`config.mk`:
```
export PLATFORM = sky130hd
export DESIGN_NAME = mem_access_flat
export DESIGN_NICKNAME = d
export VERILOG_FILES = /design/src/rtl/mem_access_pkg.sv /design/src/rtl/mem_access_if.sv /design/src/rtl/mem_lane_align.sv /design/src/rtl/mem_access.sv /design/src/flat_wrapper.sv
export SDC_FILE = /design/constraint.sdc
export NUM_CORES = 1
export LEC_CHECK = 0
export ABC_AREA = 0
export CORE_ASPECT_RATIO = 1.1
export CORE_UTILIZATION = 47
export CTS_BUF_LIST = sky130_fd_sc_hd__clkbuf_8
export DETAILED_ROUTE_END_ITERATION = 8
export HOLD_SLACK_MARGIN = 0.03
export PLACE_DENSITY_LB_ADDON = 0.1
export SETUP_SLACK_MARGIN = 0.05
export SLEW_MARGIN = 20
export SYNTH_ARGS = -nofsm -noshare
export SYNTH_HDL_FRONTEND = slang
export SYNTH_SLANG_ARGS = --single-unit
```
`constraint.sdc`:
```
create_clock -name clk -period 2.87 [get_ports clk]
set_clock_uncertainty 0.1 [all_clocks]
set_input_delay 0.287 -clock clk [delete_from_list [all_inputs] [get_ports clk]]
set_output_delay 0.287 -clock clk [all_outputs]
set_load 0.01 [all_outputs]
```
`src/rtl/mem_access_pkg.sv`:
```
// Shared definitions for the MEM pipeline stage: instruction codes for
// loads/stores, FSM state encoding, data width and small decode helpers.
package mem_access_pkg;

    localparam int DATA_W = 32;

    localparam logic [7:0] OP_LB  = 8'h20;
    localparam logic [7:0] OP_LBU = 8'h21;
    localparam logic [7:0] OP_LH  = 8'h22;
    localparam logic [7:0] OP_LHU = 8'h23;
    localparam logic [7:0] OP_LW  = 8'h24;
    localparam logic [7:0] OP_SB  = 8'h28;
    localparam logic [7:0] OP_SH  = 8'h29;
    localparam logic [7:0] OP_SW  = 8'h2A;

    typedef enum logic [1:0] {
        S_IDLE = 2'd0,
        S_REQ  = 2'd1,
        S_DONE = 2'd2
    } state_e;

    function automatic logic is_load(input logic [7:0] op);
        return (op == OP_LB) || (op == OP_LBU) || (op == OP_LH) ||
               (op == OP_LHU) || (op == OP_LW);
    endfunction

    function automatic logic is_store(input logic [7:0] op);
        return (op == OP_SB) || (op == OP_SH) || (op == OP_SW);
    endfunction

    function automatic logic is_mem_op(input logic [7:0] op);
        return is_load(op) || is_store(op);
    endfunction

    // Word accesses need addr[1:0]==0, halfword accesses need addr[0]==0.
    function automatic logic is_misaligned(input logic [7:0] op, input logic [1:0] lo);
        if ((op == OP_LW) || (op == OP_SW))
            return lo != 2'b00;
        else if ((op == OP_LH) || (op == OP_LHU) || (op == OP_SH))
            return lo[0];
        else
            return 1'b0;
    endfunction

endpackage

```
`src/rtl/mem_access_if.sv`:
```
// Bundle of the pipeline-side and memory-side signals of the MEM stage.
// slave: the mem_access block; master: its environment (pipeline + memory).
interface mem_access_if;
    import mem_access_pkg::*;

    logic              in_valid;
    logic [7:0]        inst_name;
    logic [DATA_W-1:0] aluResult;
    logic [DATA_W-1:0] readData2;
    logic [4:0]        writeDataReg;
    logic              stall;
    logic              mem_req;
    logic              mem_we;
    logic [DATA_W-1:0] mem_addr;
    logic [3:0]        mem_be;
    logic [DATA_W-1:0] mem_wdata;
    logic              mem_ack;
    logic [DATA_W-1:0] mem_rdata;
    logic              out_valid;
    logic              out_err;
    logic [DATA_W-1:0] out_memData;
    logic [4:0]        out_writeDataReg;

    modport slave (
        input  in_valid, inst_name, aluResult, readData2, writeDataReg,
        input  mem_ack, mem_rdata,
        output stall, mem_req, mem_we, mem_addr, mem_be, mem_wdata,
        output out_valid, out_err, out_memData, out_writeDataReg
    );

    modport master (
        output in_valid, inst_name, aluResult, readData2, writeDataReg,
        output mem_ack, mem_rdata,
        input  stall, mem_req, mem_we, mem_addr, mem_be, mem_wdata,
        input  out_valid, out_err, out_memData, out_writeDataReg
    );
endinterface

```
`src/rtl/mem_lane_align.sv`:
```
// Little-endian byte-lane steering: store byte enables / replicated write
// data, and load lane selection with sign or zero extension.
module mem_lane_align
    import mem_access_pkg::*;
(
    input  logic [7:0]        i_st_op,
    input  logic [1:0]        i_st_addr,
    input  logic [DATA_W-1:0] i_st_data,
    output logic [3:0]        o_be,
    output logic [DATA_W-1:0] o_wdata,
    input  logic [7:0]        i_ld_op,
    input  logic [1:0]        i_ld_addr,
    input  logic [DATA_W-1:0] i_rdata,
    output logic [DATA_W-1:0] o_ld_data
);
    logic [7:0]  w_lane [4];
    logic [7:0]  w_byte;
    logic [15:0] w_half;

    for (genvar gi = 0; gi < 4; gi++) begin : g_lane
        assign w_lane[gi] = i_rdata[8*gi +: 8];
    end

    // Halfword lane follows addr[1] only; a stray addr[0] is ignored.
    assign w_byte = w_lane[i_ld_addr];
    assign w_half = i_ld_addr[1] ? i_rdata[31:16] : i_rdata[15:0];

    // Store side: enables and data replicated across every candidate lane.
    always_comb begin
        o_be    = 4'b1111;
        o_wdata = '0;
        case (i_st_op)
            OP_SB: begin
                o_be    = 4'b0001 << i_st_addr;
                o_wdata = {4{i_st_data[7:0]}};
            end
            OP_SH: begin
                o_be    = i_st_addr[1] ? 4'b1100 : 4'b0011;
                o_wdata = {2{i_st_data[15:0]}};
            end
            OP_SW: begin
                o_be    = 4'b1111;
                o_wdata = i_st_data;
            end
            default: ;
        endcase
    end

    // Load side: pick the lane then extend to full width.
    always_comb begin
        o_ld_data = i_rdata;
        case (i_ld_op)
            OP_LB:   o_ld_data = {{24{w_byte[7]}}, w_byte};
            OP_LBU:  o_ld_data = {24'd0, w_byte};
            OP_LH:   o_ld_data = {{16{w_half[15]}}, w_half};
            OP_LHU:  o_ld_data = {16'd0, w_half};
            default: ;
        endcase
    end
endmodule

```
`src/rtl/mem_access.sv`:
```
// MEM pipeline stage: single outstanding load/store with a wait-timeout,
// single-cycle pass-through for everything else.
// Optional build macro MEM_ALIGN_CHECK_EN turns misaligned accesses into an
// immediate error result instead of a truncated-address memory access.
module mem_access
    import mem_access_pkg::*;
#(
    parameter int MAX_WAIT = 16
) (
    input  logic        clk,
    input  logic        rst,
    mem_access_if.slave bus
);
    localparam int CNT_W = (MAX_WAIT < 2) ? 1 : $clog2(MAX_WAIT);

    state_e            r_state, w_state_next;
    logic [CNT_W-1:0]  r_wait_cnt, w_wait_cnt_next;
    logic [7:0]        r_op, w_op_next;
    logic [DATA_W-1:0] r_addr, w_addr_next;
    logic [4:0]        r_wdr, w_wdr_next;
    logic              r_mem_req, w_mem_req_next;
    logic              r_mem_we, w_mem_we_next;
    logic [DATA_W-1:0] r_mem_addr, w_mem_addr_next;
    logic [3:0]        r_mem_be, w_mem_be_next;
    logic [DATA_W-1:0] r_mem_wdata, w_mem_wdata_next;
    logic              r_out_valid, w_out_valid_next;
    logic              r_out_err, w_out_err_next;
    logic [DATA_W-1:0] r_out_data, w_out_data_next;
    logic [4:0]        r_out_wdr, w_out_wdr_next;
    logic              w_stall;
    logic              w_misaligned;
    logic [3:0]        w_be;
    logic [DATA_W-1:0] w_wdata;
    logic [DATA_W-1:0] w_ld_data;

`ifdef MEM_ALIGN_CHECK_EN
    assign w_misaligned = is_misaligned(bus.inst_name, bus.aluResult[1:0]);
`else
    assign w_misaligned = 1'b0;
`endif

    // Store steering uses the live request; load extraction uses the captured op.
    mem_lane_align u_lane_align (
        .i_st_op   (bus.inst_name),
        .i_st_addr (bus.aluResult[1:0]),
        .i_st_data (bus.readData2),
        .o_be      (w_be),
        .o_wdata   (w_wdata),
        .i_ld_op   (r_op),
        .i_ld_addr (r_addr[1:0]),
        .i_rdata   (bus.mem_rdata),
        .o_ld_data (w_ld_data)
    );

    // Next-state and next-output decode; stall is the only combinational output.
    always_comb begin
        w_state_next     = r_state;
        w_wait_cnt_next  = r_wait_cnt;
        w_op_next        = r_op;
        w_addr_next      = r_addr;
        w_wdr_next       = r_wdr;
        w_mem_req_next   = r_mem_req;
        w_mem_we_next    = r_mem_we;
        w_mem_addr_next  = r_mem_addr;
        w_mem_be_next    = r_mem_be;
        w_mem_wdata_next = r_mem_wdata;
        w_out_valid_next = 1'b0;
        w_out_err_next   = 1'b0;
        w_out_data_next  = r_out_data;
        w_out_wdr_next   = r_out_wdr;
        w_stall          = 1'b0;
        case (r_state)
            S_IDLE: begin
                if (bus.in_valid) begin
                    if (w_misaligned) begin
                        w_out_valid_next = 1'b1;
                        w_out_err_next   = 1'b1;
                        w_out_data_next  = bus.aluResult;
                        w_out_wdr_next   = 5'd0;
                    end else if (is_mem_op(bus.inst_name)) begin
                        w_stall          = 1'b1;
                        w_state_next     = S_REQ;
                        w_wait_cnt_next  = '0;
                        w_op_next        = bus.inst_name;
                        w_addr_next      = bus.aluResult;
                        w_wdr_next       = bus.writeDataReg;
                        w_mem_req_next   = 1'b1;
                        w_mem_we_next    = is_store(bus.inst_name);
                        w_mem_addr_next  = {bus.aluResult[DATA_W-1:2], 2'b00};
                        w_mem_be_next    = w_be;
                        w_mem_wdata_next = w_wdata;
                    end else begin
                        w_out_valid_next = 1'b1;
                        w_out_data_next  = bus.aluResult;
                        w_out_wdr_next   = bus.writeDataReg;
                    end
                end
            end
            S_REQ: begin
                w_stall = 1'b1;
                if (bus.mem_ack) begin
                    w_state_next     = S_DONE;
                    w_mem_req_next   = 1'b0;
                    w_mem_we_next    = 1'b0;
                    w_out_valid_next = 1'b1;
                    w_out_data_next  = is_load(r_op) ? w_ld_data : r_addr;
                    w_out_wdr_next   = r_wdr;
                end else if (r_wait_cnt == CNT_W'(MAX_WAIT - 1)) begin
                    w_state_next     = S_DONE;
                    w_mem_req_next   = 1'b0;
                    w_mem_we_next    = 1'b0;
                    w_out_valid_next = 1'b1;
                    w_out_err_next   = 1'b1;
                    w_out_data_next  = '0;
                    w_out_wdr_next   = 5'd0;
                end else begin
                    w_wait_cnt_next = r_wait_cnt + CNT_W'(1);
                end
            end
            S_DONE: begin
                w_state_next = S_IDLE;
            end
            default: begin
                w_state_next = S_IDLE;
            end
        endcase
    end

    // State and output registers with synchronous reset.
    always_ff @(posedge clk) begin
        if (rst) begin
            r_state     <= S_IDLE;
            r_wait_cnt  <= '0;
            r_op        <= '0;
            r_addr      <= '0;
            r_wdr       <= '0;
            r_mem_req   <= 1'b0;
            r_mem_we    <= 1'b0;
            r_mem_addr  <= '0;
            r_mem_be    <= '0;
            r_mem_wdata <= '0;
            r_out_valid <= 1'b0;
            r_out_err   <= 1'b0;
            r_out_data  <= '0;
            r_out_wdr   <= '0;
        end else begin
            r_state     <= w_state_next;
            r_wait_cnt  <= w_wait_cnt_next;
            r_op        <= w_op_next;
            r_addr      <= w_addr_next;
            r_wdr       <= w_wdr_next;
            r_mem_req   <= w_mem_req_next;
            r_mem_we    <= w_mem_we_next;
            r_mem_addr  <= w_mem_addr_next;
            r_mem_be    <= w_mem_be_next;
            r_mem_wdata <= w_mem_wdata_next;
            r_out_valid <= w_out_valid_next;
            r_out_err   <= w_out_err_next;
            r_out_data  <= w_out_data_next;
            r_out_wdr   <= w_out_wdr_next;
        end
    end

    assign bus.stall            = w_stall && !rst;
    assign bus.mem_req          = r_mem_req;
    assign bus.mem_we           = r_mem_we;
    assign bus.mem_addr         = r_mem_addr;
    assign bus.mem_be           = r_mem_be;
    assign bus.mem_wdata        = r_mem_wdata;
    assign bus.out_valid        = r_out_valid;
    assign bus.out_err          = r_out_err;
    assign bus.out_memData      = r_out_data;
    assign bus.out_writeDataReg = r_out_wdr;
endmodule

```
`src/flat_wrapper.sv`:
```
// flat-port wrapper written by rule: the top's interface ports become plain ports
module mem_access_flat import mem_access_pkg::*;
#(
    parameter int MAX_WAIT = 16
)
  (clk, rst, bus_in_valid, bus_inst_name, bus_aluResult, bus_readData2, bus_writeDataReg, bus_mem_ack, bus_mem_rdata, bus_stall, bus_mem_req, bus_mem_we, bus_mem_addr, bus_mem_be, bus_mem_wdata, bus_out_valid, bus_out_err, bus_out_memData, bus_out_writeDataReg);
  mem_access_if bus_i ();
  input  logic clk;
  input  logic rst;
  input wire logic [$bits(bus_i.in_valid)-1:0] bus_in_valid;
  input wire logic [$bits(bus_i.inst_name)-1:0] bus_inst_name;
  input wire logic [$bits(bus_i.aluResult)-1:0] bus_aluResult;
  input wire logic [$bits(bus_i.readData2)-1:0] bus_readData2;
  input wire logic [$bits(bus_i.writeDataReg)-1:0] bus_writeDataReg;
  input wire logic [$bits(bus_i.mem_ack)-1:0] bus_mem_ack;
  input wire logic [$bits(bus_i.mem_rdata)-1:0] bus_mem_rdata;
  output wire logic [$bits(bus_i.stall)-1:0] bus_stall;
  output wire logic [$bits(bus_i.mem_req)-1:0] bus_mem_req;
  output wire logic [$bits(bus_i.mem_we)-1:0] bus_mem_we;
  output wire logic [$bits(bus_i.mem_addr)-1:0] bus_mem_addr;
  output wire logic [$bits(bus_i.mem_be)-1:0] bus_mem_be;
  output wire logic [$bits(bus_i.mem_wdata)-1:0] bus_mem_wdata;
  output wire logic [$bits(bus_i.out_valid)-1:0] bus_out_valid;
  output wire logic [$bits(bus_i.out_err)-1:0] bus_out_err;
  output wire logic [$bits(bus_i.out_memData)-1:0] bus_out_memData;
  output wire logic [$bits(bus_i.out_writeDataReg)-1:0] bus_out_writeDataReg;
  assign bus_i.in_valid = bus_in_valid;
  assign bus_i.inst_name = bus_inst_name;
  assign bus_i.aluResult = bus_aluResult;
  assign bus_i.readData2 = bus_readData2;
  assign bus_i.writeDataReg = bus_writeDataReg;
  assign bus_i.mem_ack = bus_mem_ack;
  assign bus_i.mem_rdata = bus_mem_rdata;
  assign bus_stall = bus_i.stall;
  assign bus_mem_req = bus_i.mem_req;
  assign bus_mem_we = bus_i.mem_we;
  assign bus_mem_addr = bus_i.mem_addr;
  assign bus_mem_be = bus_i.mem_be;
  assign bus_mem_wdata = bus_i.mem_wdata;
  assign bus_out_valid = bus_i.out_valid;
  assign bus_out_err = bus_i.out_err;
  assign bus_out_memData = bus_i.out_memData;
  assign bus_out_writeDataReg = bus_i.out_writeDataReg;
  mem_access #(.MAX_WAIT(MAX_WAIT)) u_core (.clk(clk), .rst(rst), .bus(bus_i));
endmodule
```
==> results.md <==
* Status: finished clean
* Largest net degree at the start of global routing at 73
* Mapped Cells at 850
* Gr ovfl total at 0
* RSZ-0062 raised after global routing: false
* Power Density at 429 nW/um^2
* Reg2Reg Depth at 5
* Max Fclk at 0.368 GHz
* Synthesized area at 6420 sq um
* R2r setup slk at 0.41 ns
* Critical Path Slowest Stage Cell: or4b_4
* Most frequent cells in the layout: clkdlybuf4s50_1, nand2_1, a21oi_1
* Kind of end point of the critical path: output pin
* Yosys cell types at 47
* Clk Latency, worst-skew pair at 0.43 ns
* Fin nets at 1,134
* First drt pass iteration count at 7
* Root Driver: clkbuf_8
* CTS buffer count at 17
* Number of fill cells in the layout at 1,181
* Ant diodes at 0
* Synth Flop Type: dfxtp_1
* P&R area growth vs syn at 39.6%
* Die H at 125 um
* Post-synthesis sequential area ratio at 39.9%
* Drt first-iter violations at 456
* PortBufs at 220
* Via density at 5.50
* Cells along the critical path: clkdlybuf4s50_1, or4b_4, a2111oi_4, and2_2, nor2_1, nor3_1, dlygate4sd2_1
* Reg area at 2560 sq um
* CP required at 2.48 ns
* MaxCap Viol Count at 0
* Commonest non-fill, non-tap cell in the layout: clkdlybuf4s50_1
* Pleak at 3.11 nW
* Initial Util at 48.4%
* CTS H-tree lvls at 4
* Pre-CTS setup slack at -0.130 ns
* Hpwl dp at 14,100 um
* First-pass GRT wire length at 31,100 um
* Initial antenna violation count at 0
* Fin crit period at 2.71 ns
* Ys Warns at 0
* RR Startpoint: u_core.r_op[3]
* Remaining DRCs at 0
* Cell row count at 44
* Vias at 6,688
* Worst Setup SP: bus_inst_name[5]
* Final WS setup at 0.155 ns
* Clk buf depth at 2
* Worst hold slack at 0.0874 ns
* Worst Max-Slew Pin Slew at 0.707 ns
* WP data arrival at 2.33 ns
* Setup Viol. Count Final at 0
* Die X at 113 um
* Total wire length at 19,700 um
* # IOs at 223
* Post-route ant nets at 0
* Clock Sinks at 128
* Synthesized flop and latch total at 128
* Die area at 14,100 sq um
* Core Box Area at 13,300 sq um
* GRT Util Overall at 27.6%
* Critical Path Max Stage Delay at 0.49 ns
* CP Class: input port to output pin
* Post-synth EDFFs at 0
* Peak supply drop at 0.000242 V
* Kind of start point of the critical path: input port
* Detailed-route wire length per cell at 16.2 um
* Worst r2r dst: u_core.bus.out_memData[15]
* # Post-CTS Setup Buffers at 0
* CP Max Fanout at 2
* FFs w/ async S/R, synth at 0%
* Layout cells sized above 1 at 8.73%
* Max-slew headroom at 52.8%
* Multi-input gate area at 3310 sq um
* Final hold vios at 0
* Avg Inst Size Synth at 7.56 sq um
* CTS tree: built
* Clock-pin slew on the worst setup and hold paths at 0.08 ns
* CP Capture Point: bus_stall
* Pins over their slew limit at 0
* Hold Crit Class: input port to register
* Period utilization at 94.6%
* Gpl congestion at 0.889
* Vias in the first global route at 6,121
per-layer routing:
| metal | GRT usage (%) | wire length (um) | vias up | share of wire [%] |
|---|---|---|---|---|
| met5 | 0 | 0 | - | 0 |
| met4 | 11.8 | 656 | 0 | 3.3 |
| met3 | 7.30 | 1490 | 42 | 7.5 |
| met2 | 44.4 | 9220 | 270 | 47 |
| met1 | 34.7 | 8350 | 3098 | 42 |
| li1 | - | - | 3278 | - |
through the flow:
step	total power, mW	TNS (ns)	utilization (%)	instances	area, sq um
detailed placement	2.42	-0.130	64.9	1185	8610
global route	3.98	0	67.6	1215	8970
global placement	2.42	-0.0779	64.9	1185	8610
CTS	3.85	0	67.6	1215	8970
finish	3.84	0	67.6	1215	8970
floorplan	2.10	0	-	851	6430
cells in the mapped netlist, drive strengths merged, types with 11 or more instances:
cell type / n / area (sq um)
nand2: 143 / 537
a21oi: 138 / 694
dfxtp: 128 / 2560
buf: 52 / 338
clkbuf: 51 / 191
o21ai: 47 / 235
nand3: 43 / 215
nor2: 38 / 143
nor2b: 33 / 206
a31oi: 19 / 119
o21bai: 18 / 135
a311oi: 16 / 140
nand2b: 16 / 100
inv: 13 / 48.8
o221ai: 13 / 114
nor3: 11 / 55.1
report_power, final:
group,internal [mW],leakage (nW),switching (mW)
Combinational,0.295,1.90,0.241
Sequential,1.82,1.04,0.0257
Clock,0.703,0.173,0.760
Total,2.82,3.11,1.03
registers in the layout, indices dropped and copies added (netlist names):
name                         cells
u_core.bus.out_err               1
u_core.r_addr                   32
u_core.bus.out_valid             1
u_core.r_wdr                     5
u_core.r_op                      8
u_core.bus.mem_be                4
u_core.bus.mem_wdata            32
u_core.bus.mem_we                1
u_core.r_wait_cnt                4
u_core.bus.out_memData          32
u_core.bus.mem_req               1
u_core.r_state                   2
u_core.bus.out_writeDataReg      5
kinds of logic after synthesis:
logic type	count (synthesis)	share of synthesized area, %
buf+inv	116	9.00
simple gates	320	23.6
flops	128	39.9
fa+ha+maj	1	0.195
mux	9	1.58
other cells	1	0.0584
xor+xnor	1	0.136
compound gates	274	25.5
final cells by class:
type	instances	area share, %
Clock buffer	18	2.76
Clock inverter	12	1.27
Inverter	13	0.544
Multi-Input combinational cell	607	36.9
Sequential cell	128	28.6
Tap cell	184	2.57
Timing Repair Buffer	253	27.4
worst min path at each step:
stage	start	to	slack (ns)	depth (start not counted)
global placement	u_core.bus.mem_wdata[22]	u_core.bus.mem_wdata[22]	0.34	2
CTS	rst	u_core.r_addr[9]	0.07	2
finish	rst	u_core.r_addr[8]	0.09	2
detailed placement	u_core.bus.mem_wdata[22]	u_core.bus.mem_wdata[22]	0.34	2
global route	rst	u_core.r_addr[8]	0.09	2
floorplan	bus_writeDataReg[0]	u_core.r_wdr[0]	0.32	2
worst max-delay path, delay by kind of cell:
kind / cells / cell delay, ns
AOI/OAI and AO/OA: 1 / 0.37
and+or+nand+nor: 4 / 0.89
buffers and inverters: 2 / 0.78
repair_timing:
item | in CTS | in global routing
hold buffers | 0 | 0
endpoints found under the setup margin | 1 | 0
resized for setup | 1 | 0
Note: power is estimated with default switching activity, not from simulation.
